<file path="config.mk">
export PLATFORM = sky130hd
export DESIGN_NAME = alu_share_arb_flat
export DESIGN_NICKNAME = d
export VERILOG_FILES = /design/src/rtl/alu_share_arb_pkg.sv /design/src/rtl/alu_share_arb_if.sv /design/src/rtl/alu_share_arb_alu.sv /design/src/rtl/alu_share_arb_rr_pick.sv /design/src/rtl/alu_share_arb.sv /design/src/flat_wrapper.sv
export SDC_FILE = /design/constraint.sdc
export NUM_CORES = 1
export LEC_CHECK = 0
export ABC_AREA = 0
export BUFFER_PORTS_ARGS = -buffer_cell sky130_fd_sc_hd__buf_4
export CAP_MARGIN = 25
export CORE_MARGIN = 5
export CORE_UTILIZATION = 40
export DETAILED_ROUTE_END_ITERATION = 6
export PLACE_DENSITY = 0.69
export SYNTH_ARGS = -nofsm -noshare
export SYNTH_HDL_FRONTEND = slang
export SYNTH_SLANG_ARGS = --single-unit
</file>
<file path="constraint.sdc">
create_clock -name clk -period 7.6 [get_ports clk]
set_input_delay 0.76 -clock clk [delete_from_list [all_inputs] [get_ports clk]]
set_output_delay 0.76 -clock clk [all_outputs]
set_load 0.02 [all_outputs]
</file>
<file path="src/rtl/alu_share_arb_pkg.sv">
// Shared types and constants for the ALU-sharing round-robin arbiter.
package alu_share_arb_pkg;

   localparam int unsigned DataW = 16;

   localparam logic [1:0] StIdle = 2'd0;
   localparam logic [1:0] StExec = 2'd1;
   localparam logic [1:0] StDone = 2'd2;

   typedef struct packed {
      logic [DataW-1:0] sum;
      logic             sign;
      logic             zero;
      logic             carry;
      logic             parity;
      logic             overflow;
   } alu_res_t;

endpackage

</file>
<file path="src/rtl/alu_share_arb_if.sv">
// Requester-side bus of the shared ALU arbiter: packed requests/operands in, result and ack out.
interface alu_share_arb_if
   import alu_share_arb_pkg::*;
#(
   parameter int unsigned NREQ = 4,
   parameter int unsigned IDW  = 2
);
   logic [NREQ-1:0]       req;
   logic [NREQ*DataW-1:0] x_in;
   logic [NREQ*DataW-1:0] y_in;
   logic [NREQ-1:0]       ack;
   logic                  busy;
   logic                  done;
   logic [IDW-1:0]        done_id;
   logic [DataW-1:0]      sum;
   logic                  sign;
   logic                  zero;
   logic                  carry;
   logic                  parity;
   logic                  overflow;

   modport master (
      output req, x_in, y_in,
      input  ack, busy, done, done_id, sum, sign, zero, carry, parity, overflow
   );

   modport slave (
      input  req, x_in, y_in,
      output ack, busy, done, done_id, sum, sign, zero, carry, parity, overflow
   );
endinterface

</file>
<file path="src/rtl/alu_share_arb_alu.sv">
// 16-bit flagged adder shared by all requesters; purely combinational.
module alu_share_arb_alu
   import alu_share_arb_pkg::*;
(
   input  logic [DataW-1:0] a_i,
   input  logic [DataW-1:0] b_i,
   output alu_res_t         res_o
);
   logic [DataW:0] full;

   always_comb begin
      full           = {1'b0, a_i} + {1'b0, b_i};
      res_o.sum      = full[DataW-1:0];
      res_o.carry    = full[DataW];
      res_o.sign     = full[DataW-1];
      res_o.zero     = (full[DataW-1:0] == '0);
      res_o.parity   = ~^full[DataW-1:0];
      res_o.overflow = (a_i[DataW-1] == b_i[DataW-1]) && (full[DataW-1] != a_i[DataW-1]);
   end
endmodule

</file>
<file path="src/rtl/alu_share_arb_rr_pick.sv">
// Round-robin picker: lowest requesting index at or above rr_ptr_i, wrapping to 0.
module alu_share_arb_rr_pick #(
   parameter int unsigned NREQ = 4,
   parameter int unsigned IDW  = 2
) (
   input  logic [NREQ-1:0] req_i,
   input  logic [IDW-1:0]  rr_ptr_i,
   output logic [IDW-1:0]  gnt_id_o,
   output logic            any_req_o
);
   logic        found;
   int unsigned idx;

   always_comb begin
      gnt_id_o = '0;
      found    = 1'b0;
      idx      = 0;
      for (int unsigned k = 0; k < NREQ; k++) begin
         idx = (int'(rr_ptr_i) + k) % NREQ;
         if (!found && req_i[idx]) begin
            found    = 1'b1;
            gnt_id_o = IDW'(idx);
         end
      end
   end

   assign any_req_o = |req_i;
endmodule

</file>
<file path="src/rtl/alu_share_arb.sv">
// Arbitrates NREQ requesters onto one shared adder: IDLE grants, EXEC registers the result,
// DONE pulses ack/done to the served requester.
module alu_share_arb
   import alu_share_arb_pkg::*;
#(
   parameter int unsigned NREQ = 4,
   parameter int unsigned IDW  = 2
) (
   input logic             clk,
   input logic             rst_n,
   alu_share_arb_if.slave  bus
);
   logic [1:0]       state_q, state_d;
   logic [IDW-1:0]   rr_ptr_q, rr_ptr_d;
   logic [IDW-1:0]   gnt_id_q, gnt_id_d;
   logic [IDW-1:0]   done_id_q, done_id_d;
   logic [DataW-1:0] op_x_q, op_x_d;
   logic [DataW-1:0] op_y_q, op_y_d;
   alu_res_t         res_q, res_d;

   logic [IDW-1:0]   pick_id;
   logic             any_req;
   alu_res_t         alu_res;

   alu_share_arb_rr_pick #(
      .NREQ (NREQ),
      .IDW  (IDW)
   ) u_pick (
      .req_i     (bus.req),
      .rr_ptr_i  (rr_ptr_q),
      .gnt_id_o  (pick_id),
      .any_req_o (any_req)
   );

   alu_share_arb_alu u_alu (
      .a_i   (op_x_q),
      .b_i   (op_y_q),
      .res_o (alu_res)
   );

   always_comb begin
      state_d   = state_q;
      rr_ptr_d  = rr_ptr_q;
      gnt_id_d  = gnt_id_q;
      done_id_d = done_id_q;
      op_x_d    = op_x_q;
      op_y_d    = op_y_q;
      res_d     = res_q;
      case (state_q)
         StIdle: begin
            if (any_req) begin
               op_x_d   = bus.x_in[pick_id*DataW +: DataW];
               op_y_d   = bus.y_in[pick_id*DataW +: DataW];
               gnt_id_d = pick_id;
               rr_ptr_d = (pick_id == IDW'(NREQ - 1)) ? '0 : pick_id + IDW'(1);
               state_d  = StExec;
            end
         end
         StExec: begin
            res_d     = alu_res;
            done_id_d = gnt_id_q;
            state_d   = StDone;
         end
         StDone:  state_d = StIdle;
         default: state_d = StIdle;
      endcase
   end

   always_ff @(posedge clk) begin
      if (!rst_n) begin
         state_q   <= StIdle;
         rr_ptr_q  <= '0;
         gnt_id_q  <= '0;
         done_id_q <= '0;
         op_x_q    <= '0;
         op_y_q    <= '0;
         res_q     <= '0;
      end else begin
         state_q   <= state_d;
         rr_ptr_q  <= rr_ptr_d;
         gnt_id_q  <= gnt_id_d;
         done_id_q <= done_id_d;
         op_x_q    <= op_x_d;
         op_y_q    <= op_y_d;
         res_q     <= res_d;
      end
   end

   // ack/done decode straight from state, so a reset mid-operation suppresses them.
   assign bus.ack      = (state_q == StDone) ? (NREQ'(1) << gnt_id_q) : '0;
   assign bus.done     = (state_q == StDone);
   assign bus.busy     = (state_q == StExec) || (state_q == StDone);
   assign bus.done_id  = done_id_q;
   assign bus.sum      = res_q.sum;
   assign bus.sign     = res_q.sign;
   assign bus.zero     = res_q.zero;
   assign bus.carry    = res_q.carry;
   assign bus.parity   = res_q.parity;
   assign bus.overflow = res_q.overflow;
endmodule
</file>
<file path="src/flat_wrapper.sv">
// flat-port wrapper written by rule: the top's interface ports become plain ports
module alu_share_arb_flat import alu_share_arb_pkg::*;
#(
   parameter int unsigned NREQ = 4,
   parameter int unsigned IDW  = 2
)
  (clk, rst_n, bus_req, bus_x_in, bus_y_in, bus_ack, bus_busy, bus_done, bus_done_id, bus_sum, bus_sign, bus_zero, bus_carry, bus_parity, bus_overflow);
  alu_share_arb_if #(.NREQ(NREQ), .IDW(IDW)) bus_i ();
  input logic clk;
  input logic rst_n;
  input wire logic [$bits(bus_i.req)-1:0] bus_req;
  input wire logic [$bits(bus_i.x_in)-1:0] bus_x_in;
  input wire logic [$bits(bus_i.y_in)-1:0] bus_y_in;
  output wire logic [$bits(bus_i.ack)-1:0] bus_ack;
  output wire logic [$bits(bus_i.busy)-1:0] bus_busy;
  output wire logic [$bits(bus_i.done)-1:0] bus_done;
  output wire logic [$bits(bus_i.done_id)-1:0] bus_done_id;
  output wire logic [$bits(bus_i.sum)-1:0] bus_sum;
  output wire logic [$bits(bus_i.sign)-1:0] bus_sign;
  output wire logic [$bits(bus_i.zero)-1:0] bus_zero;
  output wire logic [$bits(bus_i.carry)-1:0] bus_carry;
  output wire logic [$bits(bus_i.parity)-1:0] bus_parity;
  output wire logic [$bits(bus_i.overflow)-1:0] bus_overflow;
  assign bus_i.req = bus_req;
  assign bus_i.x_in = bus_x_in;
  assign bus_i.y_in = bus_y_in;
  assign bus_ack = bus_i.ack;
  assign bus_busy = bus_i.busy;
  assign bus_done = bus_i.done;
  assign bus_done_id = bus_i.done_id;
  assign bus_sum = bus_i.sum;
  assign bus_sign = bus_i.sign;
  assign bus_zero = bus_i.zero;
  assign bus_carry = bus_i.carry;
  assign bus_parity = bus_i.parity;
  assign bus_overflow = bus_i.overflow;
  alu_share_arb #(.NREQ(NREQ), .IDW(IDW)) u_core (.clk(clk), .rst_n(rst_n), .bus(bus_i));
endmodule
</file>
---- Yosys cells after proc, flatten, opt, wreduce, memory -nomap -nowiden ----
Index checks and enable logic that the tools add are counted.
storage, ports and cells
  bits in registers ....................... 61
  bits in latches ......................... 0
  bits in writable memories ............... 0
  bits in read-only memories .............. 0
  input bits .............................. 134
  logic and storage cells ................. 62
  memories ................................ 0
cells by class
  $add $sub $neg .......................... 5
  multipliers ............................. 0
  div/mod/pow operators ................... 0
  magnitude comparators ................... 4
  equality and inequality tests ........... 6
  shift operators ......................... 3
  mux-type cells .......................... 19
  bitwise operators ....................... 0
  reduce and logical (&&, ||, !) cells .... 13
operators by type and width
  kind                   count
  $shiftx A64 B7 Y16     2
  $add A16 B16 Y17       1
  $logic_not A16 Y1      1
  $reduce_xnor A16 Y1    1
  $lt A2 B3 Y1 const B   4
  $mux W2                6
  $bmux W1 S2            4
  $mux W1                7
  $add A2 B1 Y2 const B  2
  $add A2 B2 Y2 const B  2
  $eq A2 B2 Y1 const B   2
  $logic_and A1 B1 Y1    4
  $mux W4                1
  $pmux W2 S2            1
  $reduce_or A4 Y1       1
  $shl A1 B2 Y4 const A  1
  $logic_not A1 Y1       3
  $eq A2 B1 Y1 const B   1
  $logic_not A2 Y1       1
  $ne A2 B1 Y1 const B   1
  $reduce_and A2 Y1      1
  $eq A1 B1 Y1           1
  $logic_or A1 B1 Y1     1
  $ne A1 B1 Y1           1

---- Logic depth before layout (Yosys ltp) ----
Gate-level depths: netlist (run 1).
  word-level depth ........................ 14
  gate-level depth with buffers ........... 14

---- By module ----
Synthesis (run 1) repeated with hierarchy kept, for this count alone.
second synthesis, totals
  cells, all modules ...................... 452
  area, all modules ....................... 4297.9 um^2
modules (own cells, without submodules)
  module                 times used  cells an instance  area an instance (um^2)  sequential area each (um^2)
  alu_share_arb          1           292                3099.2                   1221.2
  alu_share_arb_alu      1           145                1121.1                   0.0
  alu_share_arb_rr_pick  1           15                 77.6                     0.0

---- Worst setup path before layout (run 1) ----
OpenSTA, ideal clock, no wires.
  kind .................................... register -> register
  from .................................... reg u_core.op_y_q[0]
  to ...................................... reg u_core.res_q, in the netlist u_core.bus.parity
  library setup time ...................... 0.062 ns
  arrival ................................. 3.012 ns
  data required time ...................... 7.538 ns
  slack ................................... 4.526 ns
  cell stages (with the launch flop) ...... 15
  buffers on the path ..................... 0
  clock period less this slack ............ 3.074 ns
  cells stage by stage .................... dfxtp_1 -> ha_1 -> fa_1 -> a21oi_1 -> o221ai_2 -> a21o_1 -> a21oi_1 -> xor2_1 -> ha_1 -> xnor2_1 -> xnor2_1 -> xnor2_1 -> xnor2_1 -> or3_1 -> nand3_1
on the way
  longest elaborated chain between the ends .. 2
ends and longest elaborated chain
  item                    RTL line                 text
  start, declared         alu_share_arb.sv:18      logic [DataW-1:0] op_y_q, op_y_d;
  start signal, assigned  alu_share_arb.sv:84      op_y_q <= op_y_d;
  $add A16 B16 Y17        alu_share_arb_alu.sv:12  full = {1'b0, a_i} + {1'b0, b_i};
  $reduce_xnor A16 Y1     alu_share_arb_alu.sv:17  res_o.parity = ~^full[DataW-1:0];
  end signal, assigned    alu_share_arb.sv:85      res_q <= res_d;
  end, declared           alu_share_arb.sv:19      alu_res_t res_q, res_d;
No other way between the ends.
A chain may end at the register's enable or synchronous reset.

---- Final worst setup path (run 1) ----
Same ends and word-level chain as after synthesis.

==> results_dict.tcl, run 1 <==
set metrics [dict create \
    p_clk_share_pct 19.0 \
    root_buffer "clkbuf_8" \
    finalMaxSlewViolations 0 \
    fmaxAchievable_ghz 0.3006 \
    avgSynthCellArea_um2 6.953 \
    critical_path.max_stage_delay_ns 0.40 \
    cts.path.max_buffers 2 \
    io_buffers 162 \
    crit_path_frequent_cell "xnor2_1" \
    crit_buf_inv 0 \
    ir_drop_uv 159.3 \
    first_pass_iters 5 \
    dominantRegCellSynth "dfxtp_1" \
    grt_pass1_vias 4414 \
    ys_warn_count 0 \
    cts_resized 0 \
    rsz0062_at_grt "no" \
    placed_area_um2 5712 \
    io_pins 163 \
    final_antenna_net_count 0 \
    yosys-top-cells-area "dfxtp_1 27%, nand2_1 16%, nand3_1 12%" \
    cp-end-kind "register" \
    period_share_pct 43.77 \
    synth_edf_count 0 \
    synth_seq_area_share_pct 27.25 \
    final_area_um2 5901 \
    start_kind "register" \
    critPathMaxFanout 4 \
    die_w_um 115.0 \
    worstPathArrival_ns 3.61 \
    finalHoldViolations 0 \
    start_util_pct 40.66 \
    grt.total_usage_pct 19.21 \
    htreeDepth 3 \
    place_hpwl_um 10010 \
    setup_viol 0 \
    worstSetupPathType "reg -> reg" \
    num_antenna_cells 0 \
    synth_cell_types 56 \
    rows 38 \
    yosysTopAreaCell "dfxtp_1" \
    async_reset_ff_share_pct 0 \
    final.setup.tns_ns 0 \
    status "completed" \
    synth_nets 796 \
    grt_antenna_before_repair 0 \
    fin_skew_ns 0.005040 \
    path_cells "ha_1 > fa_1 > a21oi_1 > o221ai_2 > a21o_1 > a21oi_1 > xor2_1 > ha_1 > xnor2_1 > xnor2_1 > xnor2_1 > xnor2_1 > or3_1 > nand3_1" \
    nFillCells 1058 \
    grt_max_degree 67 \
    whs_ns 0.4580 \
    cts-buffers-inserted 9 \
    worst_skew_pair.late_latency_ns 0.34 \
    die_h_um 115.0 \
    cap_violations 0 \
    holdBufCountCts 0 \
    area_growth_pct 33.86 \
    ys_ff_latch 60 \
    crit_required_ns 7.88 \
    synth_top_area_share_pct 27.25 \
    switching_share_pct 39.17 \
    via_count 4771 \
    period_minus_slack_ns 3.327 \
    p_int_mw 0.7999 \
    post-cts-setup-buffer-count 0 \
    drt-total-wl_um 12710 \
    netlist_area_um2 4408 \
    power_frac_seq_pct 29.7 \
    first_iter_violations 260 \
    pwr_density_cell_nw_per_um2 222.9 \
    cp_slowest_cell "fa_1" \
    grt_pass1_wl_um 20700 \
    critical_path.top_delay_family "adder cells" \
    drive_above_1_share_pct 25.19 \
    globalplace.congestion 0.8328 \
    die-area_um2 13220 \
    layout_commonest_cell "nand2_1" \
    clock_sinks 60 \
    syn_inst 634 \
    cts.clk_slew.worst_paths_ns 0.06 \
    p_sw_mw 0.5151 \
    slew_headroom_pct 50.57 \
    p_comb_share_pct 51.2 \
    routedWlPerCell_um 13.90 \
    cts_tree "built" \
    worst_pin_slew_ns 0.7375 \
    mostFrequentLayoutCells "193 x nand2_1, 165 x buf_4, 106 x nand3_1, 60 x dfxtp_1, 34 x a21boi_1" \
    drc 0 \
    finalNetCount 932 \
    grt_remaining_overflow 0 \
    drt-vias-per-instance 5.220 \
    core_um2 10840 \
    holdCritPathClass "reg -> reg" \
    p_leak_nw 2.754 \
]
-- final timing paths --
| check | start | end | slack (ns) | cells past startpoint |
|---|---|---|---|---|
| min | u_core.op_y_q[6] | u_core.op_y_q[6] | 0.46 | 2 |
| max | u_core.op_y_q[0] | u_core.bus.parity | 4.27 | 14 |
| min reg2reg | u_core.op_y_q[6] | u_core.op_y_q[6] | 0.46 | 2 |
| max reg2reg | u_core.op_y_q[0] | u_core.bus.parity | 4.27 | 14 |
-- sequential cells by signal (all words and copies together) (netlist names), 2 cells and up, named ones only --
name                flops
u_core.bus.sum         15
u_core.state_q          2
u_core.op_y_q          16
u_core.gnt_id_q         2
u_core.bus.done_id      2
u_core.op_x_q          16
-- power by group through the flow --
stage | clock (mW) | sequential [mW] | combinational (mW)
final | 0.250 | 0.391 | 0.674
after global routing | 0.276 | 0.396 | 0.758
after CTS | 0.260 | 0.391 | 0.672
after detailed placement | 0 | 0.397 | 0.668
after global placement | 0 | 0.395 | 0.642
after floorplan | 0 | 0.402 | 0.476
-- routing by layer --
metal | GRT usage [%] | wire, um
met4 | 6.338 | 323
met2 | 31.13 | 5939
met5 | 0 | 0
met3 | 5.947 | 917
met1 | 24.31 | 5529
-- synthesized netlist by cell type (all sizes together) (9+ instances only) --
cell and n:
nand2 193, nand3 106, dfxtp 60, a21boi 35, ha 27, clkbuf 23
a21oi 22, buf 21, o21ai 17, xnor2 14, nor2 12, nor2b 12
o21a 12, inv 10, and2 9
-- per-stage QoR --
stage	util (%)	power, mW	setup slack (ns)	cells
final	54.43	1.315	4.273	914
after global routing	54.43	1.430	4.036	914
after CTS	54.25	1.323	4.277	913
after detailed placement	52.69	1.065	4.312	898
after global placement	52.04	1.036	4.359	895
after floorplan	-	0.8775	4.526	634
-- worst min-delay path: cells and delay by family, from the launching register on --
family	cells	cell delay, ns
and+or+nand+nor	1	0.05
DFF	1	0.31
AOI/OAI and AO/OA	1	0.05
-- cell type report --
cell class | count | area [um^2] | share of cell area, %
well taps | 140 | 175.2 | 2.969
clock buffers | 13 | 158.9 | 2.693
clock inverters | 2 | 10.01 | 0.1696
inverters | 11 | 41.29 | 0.6997
multi-input cells | 519 | 2985 | 50.59
flip-flops and latches | 60 | 1201 | 20.36
repair buffers | 169 | 1329 | 22.52
-- kinds of logic (layout without fill, tap and decap cells) --
group / count (synthesis) / count (layout) / synth area share [%]
buf+inv: 55 / 195 / 5.478
fa+ha+maj: 28 / 28 / 8.118
mux: 5 / 5 / 1.419
simple gates: 352 / 352 / 35.48
compound gates: 113 / 113 / 18.08
xor+xnor: 21 / 21 / 4.173
flops: 60 / 60 / 27.25
(Power assumes the default switching activity.)
==> inputs of run 2 (changes only) <==
ABC_AREA = 1   (was 0)
PLACE_DENSITY = 0.67   (was 0.69)
clock period = 3.14 ns   (was 7.6 ns; I/O delays follow)
==> run 2 against run 1 <==
Synthesized cell count is 40% higher. Maximum frequency is 14% higher. First-iteration DRC count grew 29%. Critical endpoint unchanged. Largest cell class unchanged. Highest routed layer unchanged.
==> results_dict.tcl, run 2 <==
set metrics [dict create \
    place_hpwl_um 11320 \
    ir_drop_uv 597.9 \
    final_area_um2 6824 \
    placed_area_um2 6480 \
    p_clk_share_pct 12.2 \
    pwr_density_cell_nw_per_um2 1110 \
    fin_skew_ns 0.005923 \
    power_frac_seq_pct 15.9 \
    cts.path.max_buffers 2 \
    period_share_pct 93.19 \
    finalNetCount 1183 \
    switching_share_pct 50.34 \
    fmaxAchievable_ghz 0.3417 \
    yosysMostFrequentCell "nand2_1" \
    cts.clk_slew.worst_paths_ns 0.05 \
    rows 41 \
    p_comb_share_pct 71.9 \
    root_buffer "clkbuf_16" \
    die_w_um 124.3 \
    die_h_um 124.3 \
    cts-buffers-inserted 9 \
    area_growth_pct 30.70 \
    synth_common_cells "208 x nand2_1, 187 x inv_1, 144 x nand3_1" \
    yosys-top-cells-area "dfxtp_1 23%, nand2_1 15%, nand3_1 14%" \
    cts_tree "built" \
    hold_path_depth 3 \
    slew_headroom_pct 53.89 \
    async_reset_ff_share_pct 0 \
    synth_edf_count 0 \
    via_count 5650 \
    period_minus_slack_ns 2.926 \
    routedWlPerCell_um 12.27 \
    finalHoldViolations 0 \
    grt_max_degree 67 \
    htreeDepth 3 \
    worstSetupPathType "reg -> reg" \
    synth_nets 1049 \
    ys_ff_latch 60 \
    first_pass_iters 4 \
    cap_violations 0 \
    status "completed" \
    worst_pin_slew_ns 0.6916 \
    pre_cts_ws_ns 0.2250 \
    crit_required_ns 3.37 \
    p_sw_mw 3.813 \
    globalplace.congestion 0.8632 \
    synth_seq_area_share_pct 23.01 \
    final_antenna_net_count 0 \
    finalMaxSlewViolations 0 \
    cp-end-kind "register" \
    dominantRegCellSynth "dfxtp_1" \
    layout_commonest_cell "nand2_1" \
    critPathMaxFanout 4 \
    timing.final.ws_setup_ns 0.2138 \
    mostFrequentLayoutCells "207 x nand2_1, 187 x inv_1, 168 x buf_4, 144 x nand3_1, 78 x nor2_1" \
    drive_above_1_share_pct 20.27 \
    drt-total-wl_um 14700 \
    grt_pass1_vias 5216 \
    synth_top_area_share_pct 23.01 \
    grt_antenna_before_repair 0 \
    start_kind "register" \
    synth_cell_types 31 \
    worstPathArrival_ns 3.15 \
    num_antenna_cells 0 \
    syn_inst 887 \
    p_int_mw 3.761 \
    yosysTopAreaCell "dfxtp_1" \
    netlist_area_um2 5221 \
    p_leak_nw 4.040 \
    core_um2 12720 \
    grt.total_usage_pct 18.52 \
    first_iter_violations 335 \
    start_util_pct 41.04 \
    holdCritPathClass "in -> reg" \
    nFillCells 1351 \
    drt-vias-per-instance 4.716 \
    drc 0 \
    die-area_um2 15440 \
    io_buffers 162 \
    reg2reg_depth 17 \
    grt_remaining_overflow 0 \
    setup_viol 0 \
    grt_pass1_wl_um 24340 \
    clock_sinks 60 \
    io_pins 163 \
    ys_warn_count 0 \
    avgSynthCellArea_um2 5.886 \
    worst_skew_pair.late_latency_ns 0.33 \
]
run 2: cell count changes after synthesis, moves of 10 or more:
cell / change
a21boi_1: -34
nor2b_1: -12
o21a_1: -12
nand2_1: +15
nand3_1: +38
o211ai_1: +10
nor2_1: +67
nand3b_1: +31
inv_1: +179
run 2: cell families after synthesis:
kind of cell / share of synthesized area [%]
AOI/OAI and AO/OA: 6.446
xor gates and xnor gates: 3.019
adders and majority gates: 6.854
buffers and inverters: 19.12
DFF: 23.00
and+or+nand+nor: 41.55
run 2: path summary, 6_finish.rpt:
path,start,slack (ns),to
setup / recovery,u_core.op_y_q[0],0.21,u_core.bus.parity
hold reg to reg,u_core.bus.sum[7],0.48,u_core.bus.sum[7]
hold / removal,rst_n,0.33,u_core.gnt_id_q[1]
setup reg to reg,u_core.op_y_q[0],0.21,u_core.bus.parity
run 2: worst max-delay path, stage by stage (launching register included):
cell and delay, ns:
dfxtp_1 0.31, ha_1 0.22, fa_1 0.40, nand2_1 0.07
nand3_1 0.08, nand3_1 0.10, nand2_2 0.12, a21oi_4 0.20
o21bai_1 0.12, xnor2_1 0.26, ha_1 0.30, xnor2_2 0.14
xor2_1 0.20, inv_1 0.06, nand2_1 0.06, nand3_1 0.06
nand2_1 0.08, inv_1 0.03
run 2: metal layers:
metal / vias to the layer above / track usage, % / share of wire, %
met1: 2457 / 24.06 / 45
li1: 3000 / - / -
met5: - / 0 / 0
met4: 0 / 4.900 / 1.6
met2: 174 / 29.42 / 45
met3: 19 / 6.218 / 8.3
run 2: area by class of cell:
cell class / count / area [um^2] / share of cell area [%]
inverter: 192 / 720.7 / 10.56
tap: 172 / 215.2 / 3.154
clock buffer: 15 / 277.8 / 4.070
sequential: 60 / 1201 / 17.60
timing repair buffer: 171 / 1321 / 19.36
clock inverter: 1 / 5.005 / 0.07334
multi-input combinational: 587 / 3083 / 45.18
run 2: what timing repair did:
item / 4_1_cts / 5_1_grt
hold endpoints to repair: 0 / 0
gates resized for setup: 0 / 9
endpoints found under the setup margin: 0 / 1
setup buffers: 0 / 1
hold buffers: 0 / 0
run 2: power groups by stage:
| stage | combinational, mW | sequential (mW) | clock (mW) |
|---|---|---|---|
| 2_1_floorplan | 4.22 | 1.22 | 0 |
| 3_3_place_gp | 5.20 | 1.21 | 0 |
| 3_5_place_dp | 5.22 | 1.22 | 0 |
| 4_1_cts | 5.25 | 1.21 | 0.942 |
| 5_1_grt | 6.13 | 1.23 | 0.976 |
| 6_report | 5.45 | 1.20 | 0.923 |
run 2: metrics by stage:
| stage | util, % | TNS, ns | power, mW | hold WS, ns | instances |
|---|---|---|---|---|---|
| 4_1_cts | 53.16 | 0 | 7.398 | 0.3175 | 1197 |
| 6_report | 53.64 | 0 | 7.574 | 0.3302 | 1198 |
| 2_1_floorplan | - | 0 | 5.436 | 0.4968 | 887 |
| 5_1_grt | 53.64 | -0.09062 | 8.343 | 0.3490 | 1198 |
| 3_5_place_dp | 50.93 | 0 | 6.436 | 0.4693 | 1181 |
| 3_3_place_gp | 50.93 | 0 | 6.409 | 0.4627 | 1181 |
==> inputs of run 3 (changes only) <==
PLACE_DENSITY = 0.7   (was 0.67)
SLEW_MARGIN = 40   (was unset)
==> run 3 against run 2 <==
Clock skew fell by 0.0017 ns. Power is 1.0% higher. Utilization up 0.26 points. First-iteration DRC count down 19%. Maximum frequency grew 0.53%. Clock power increased by 24%. Non-clock buffer count grew 2. Largest power group unchanged. Highest routed layer unchanged.
==> results_dict.tcl, run 3 (same netlist as run 2, synthesis figures left out) <==
set metrics [dict create \
    worstPathArrival_ns 3.14 \
    cts.clk_slew.worst_paths_ns 0.05 \
    cts-buffers-inserted 9 \
    routedWlPerCell_um 12.01 \
    area_growth_pct 31.32 \
    num_antenna_cells 0 \
    die-area_um2 15440 \
    worstSetupPathType "reg -> reg" \
    finalNetCount 1185 \
    grt_pass1_wl_um 24430 \
    io_buffers 162 \
    layout_commonest_cell "nand2_1" \
    layout.cells.non_filler 1200 \
    drt-total-wl_um 14410 \
    timing.rr.start "u_core.op_y_q[0]" \
    setup_viol 0 \
    mostFrequentLayoutCells "208 x nand2_1, 186 x inv_1, 170 x buf_4, 144 x nand3_1, 78 x nor2_1" \
    critical_path.top_delay_family "adder cells" \
    finalMaxSlewViolations 0 \
    die_w_um 124.3 \
    critPathLaunch "u_core.op_y_q[0]" \
    period_minus_slack_ns 2.911 \
    cp-end-kind "register" \
    cp_slowest_cell "fa_1" \
    grt_antenna_before_repair 0 \
    slew_headroom_pct 49.24 \
    final_antenna_net_count 0 \
    worst_skew_pair.late_latency_ns 0.33 \
    period_share_pct 92.70 \
    core_um2 12720 \
    root_buffer "clkbuf_16" \
    cts_tree "built" \
    r2r_slack_ns 0.23 \
    drt-vias-per-instance 4.648 \
    grt.total_usage_pct 18.49 \
    first_iter_violations 273 \
    crit_path_frequent_cell "nand2_1" \
    placed_cells 1183 \
    drive_above_1_share_pct 20.04 \
    cap_violations 0 \
    cts.path.max_buffers 2 \
    critical_path.max_stage_delay_ns 0.40 \
    grt_pass1_vias 5238 \
    clock_sinks 60 \
    htreeDepth 3 \
    via_count 5577 \
    fmaxAchievable_ghz 0.3435 \
    die_h_um 124.3 \
    worst_pin_slew_ns 0.7567 \
    finalHoldViolations 0 \
    place_hpwl_um 11310 \
    drc 0 \
    path_cells "ha_1 > fa_1 > nand2_1 > nand3_1 > nand3_1 > nand2_1 > a31oi_1 > xor2_1 > ha_1 > xnor2_1 > xnor2_1 > xor2_1 > inv_1 > nand2_1 > nand3_1 > nand2_1 > inv_1" \
    rows 41 \
    critPathMaxFanout 4 \
    ir_drop_uv 516.9 \
    crit_required_ns 3.37 \
    p_leak_nw 4.058 \
    fin_skew_ns 0.004213 \
    grt_max_degree 54 \
    crit_buf_inv 2 \
    grt_remaining_overflow 0 \
    start_kind "register" \
    globalplace.congestion 0.8616 \
    min-delay-start "rst_n" \
    whs_ns 0.3265 \
    pwr_density_cell_nw_per_um2 1116 \
    status "completed" \
    start_util_pct 41.04 \
    holdCritPathClass "in -> reg" \
    io_pins 163 \
    first_pass_iters 4 \
]
run 3: cell count changes in the layout (fill, tap and decap cells not counted), moves of 2 or more:
cell / before / now
bufinv_16: 0 / 3
clkbuf_1: 3 / 0
buf_4: 168 / 170
clkbuf_8: 3 / 1
xnor2_1: 8 / 10
xnor2_2: 2 / 0
xor2_1: 6 / 8
xor2_2: 2 / 0
run 3: layout make-up:
cell class              instances  area, um^2
clock inverters                 6       111.4
inverters                     192       720.7
repair buffers                173        1336
well taps                     172       215.2
multi-input cells             587        3033
flip-flops and latches         60        1201
fillers                      1331        5866
clock buffers                  10       239.0
run 3: where the power goes:
| group | switching, mW | internal (mW) | total, mW | leakage [nW] |
|---|---|---|---|---|
| clock | 0.344 | 0.795 | 1.14 | 0.169 |
| combinational | 3.24 | 2.06 | 5.31 | 3.39 |
| sequential | 0.187 | 1.02 | 1.21 | 0.497 |
| total | 3.77 | 3.88 | 7.65 | 4.06 |
run 3: per-layer routing:
| metal | vias up | global-route usage [%] | wire, um | part of all wire [%] |
|---|---|---|---|---|
| met4 | 0 | 4.578 | 186 | 1.3 |
| met5 | - | 0 | 0 | 0 |
| met3 | 17 | 6.046 | 1188 | 8.2 |
| met1 | 2389 | 23.87 | 6509 | 45 |
| met2 | 165 | 29.83 | 6528 | 45 |
| li1 | 3006 | - | - | - |
run 3: what timing repair did:
action,CTS,global route
resized for setup,0,1
hold buffers,0,0
buffers inserted,0,1
setup endpoints to repair,0,1
run 3: tightest hold or removal path: cells and delay by family:
kind	cells	cell delay [ns]
simple gates	1	0.08
buf+inv	2	0.21
run 3: worst paths after layout:
check                  endpoint  cells after the start
min          u_core.gnt_id_q[1]                      3
max reg2reg   u_core.bus.parity                     17
min reg2reg     u_core.bus.zero                      2
max           u_core.bus.parity                     17
run 3: through the flow:
stage	instance area [um^2]	total power, mW	setup TNS (ns)	utilization, %	setup WS, ns
global placement	6495	6.433	0	51.05	0.2862
global route	6857	8.417	-0.01477	53.89	-0.01477
finish	6857	7.653	0	53.89	0.2292
CTS	6845	7.676	0	53.81	0.1848
floorplan	5221	5.436	0	-	0.4570
detailed placement	6495	6.495	0	51.05	0.1977
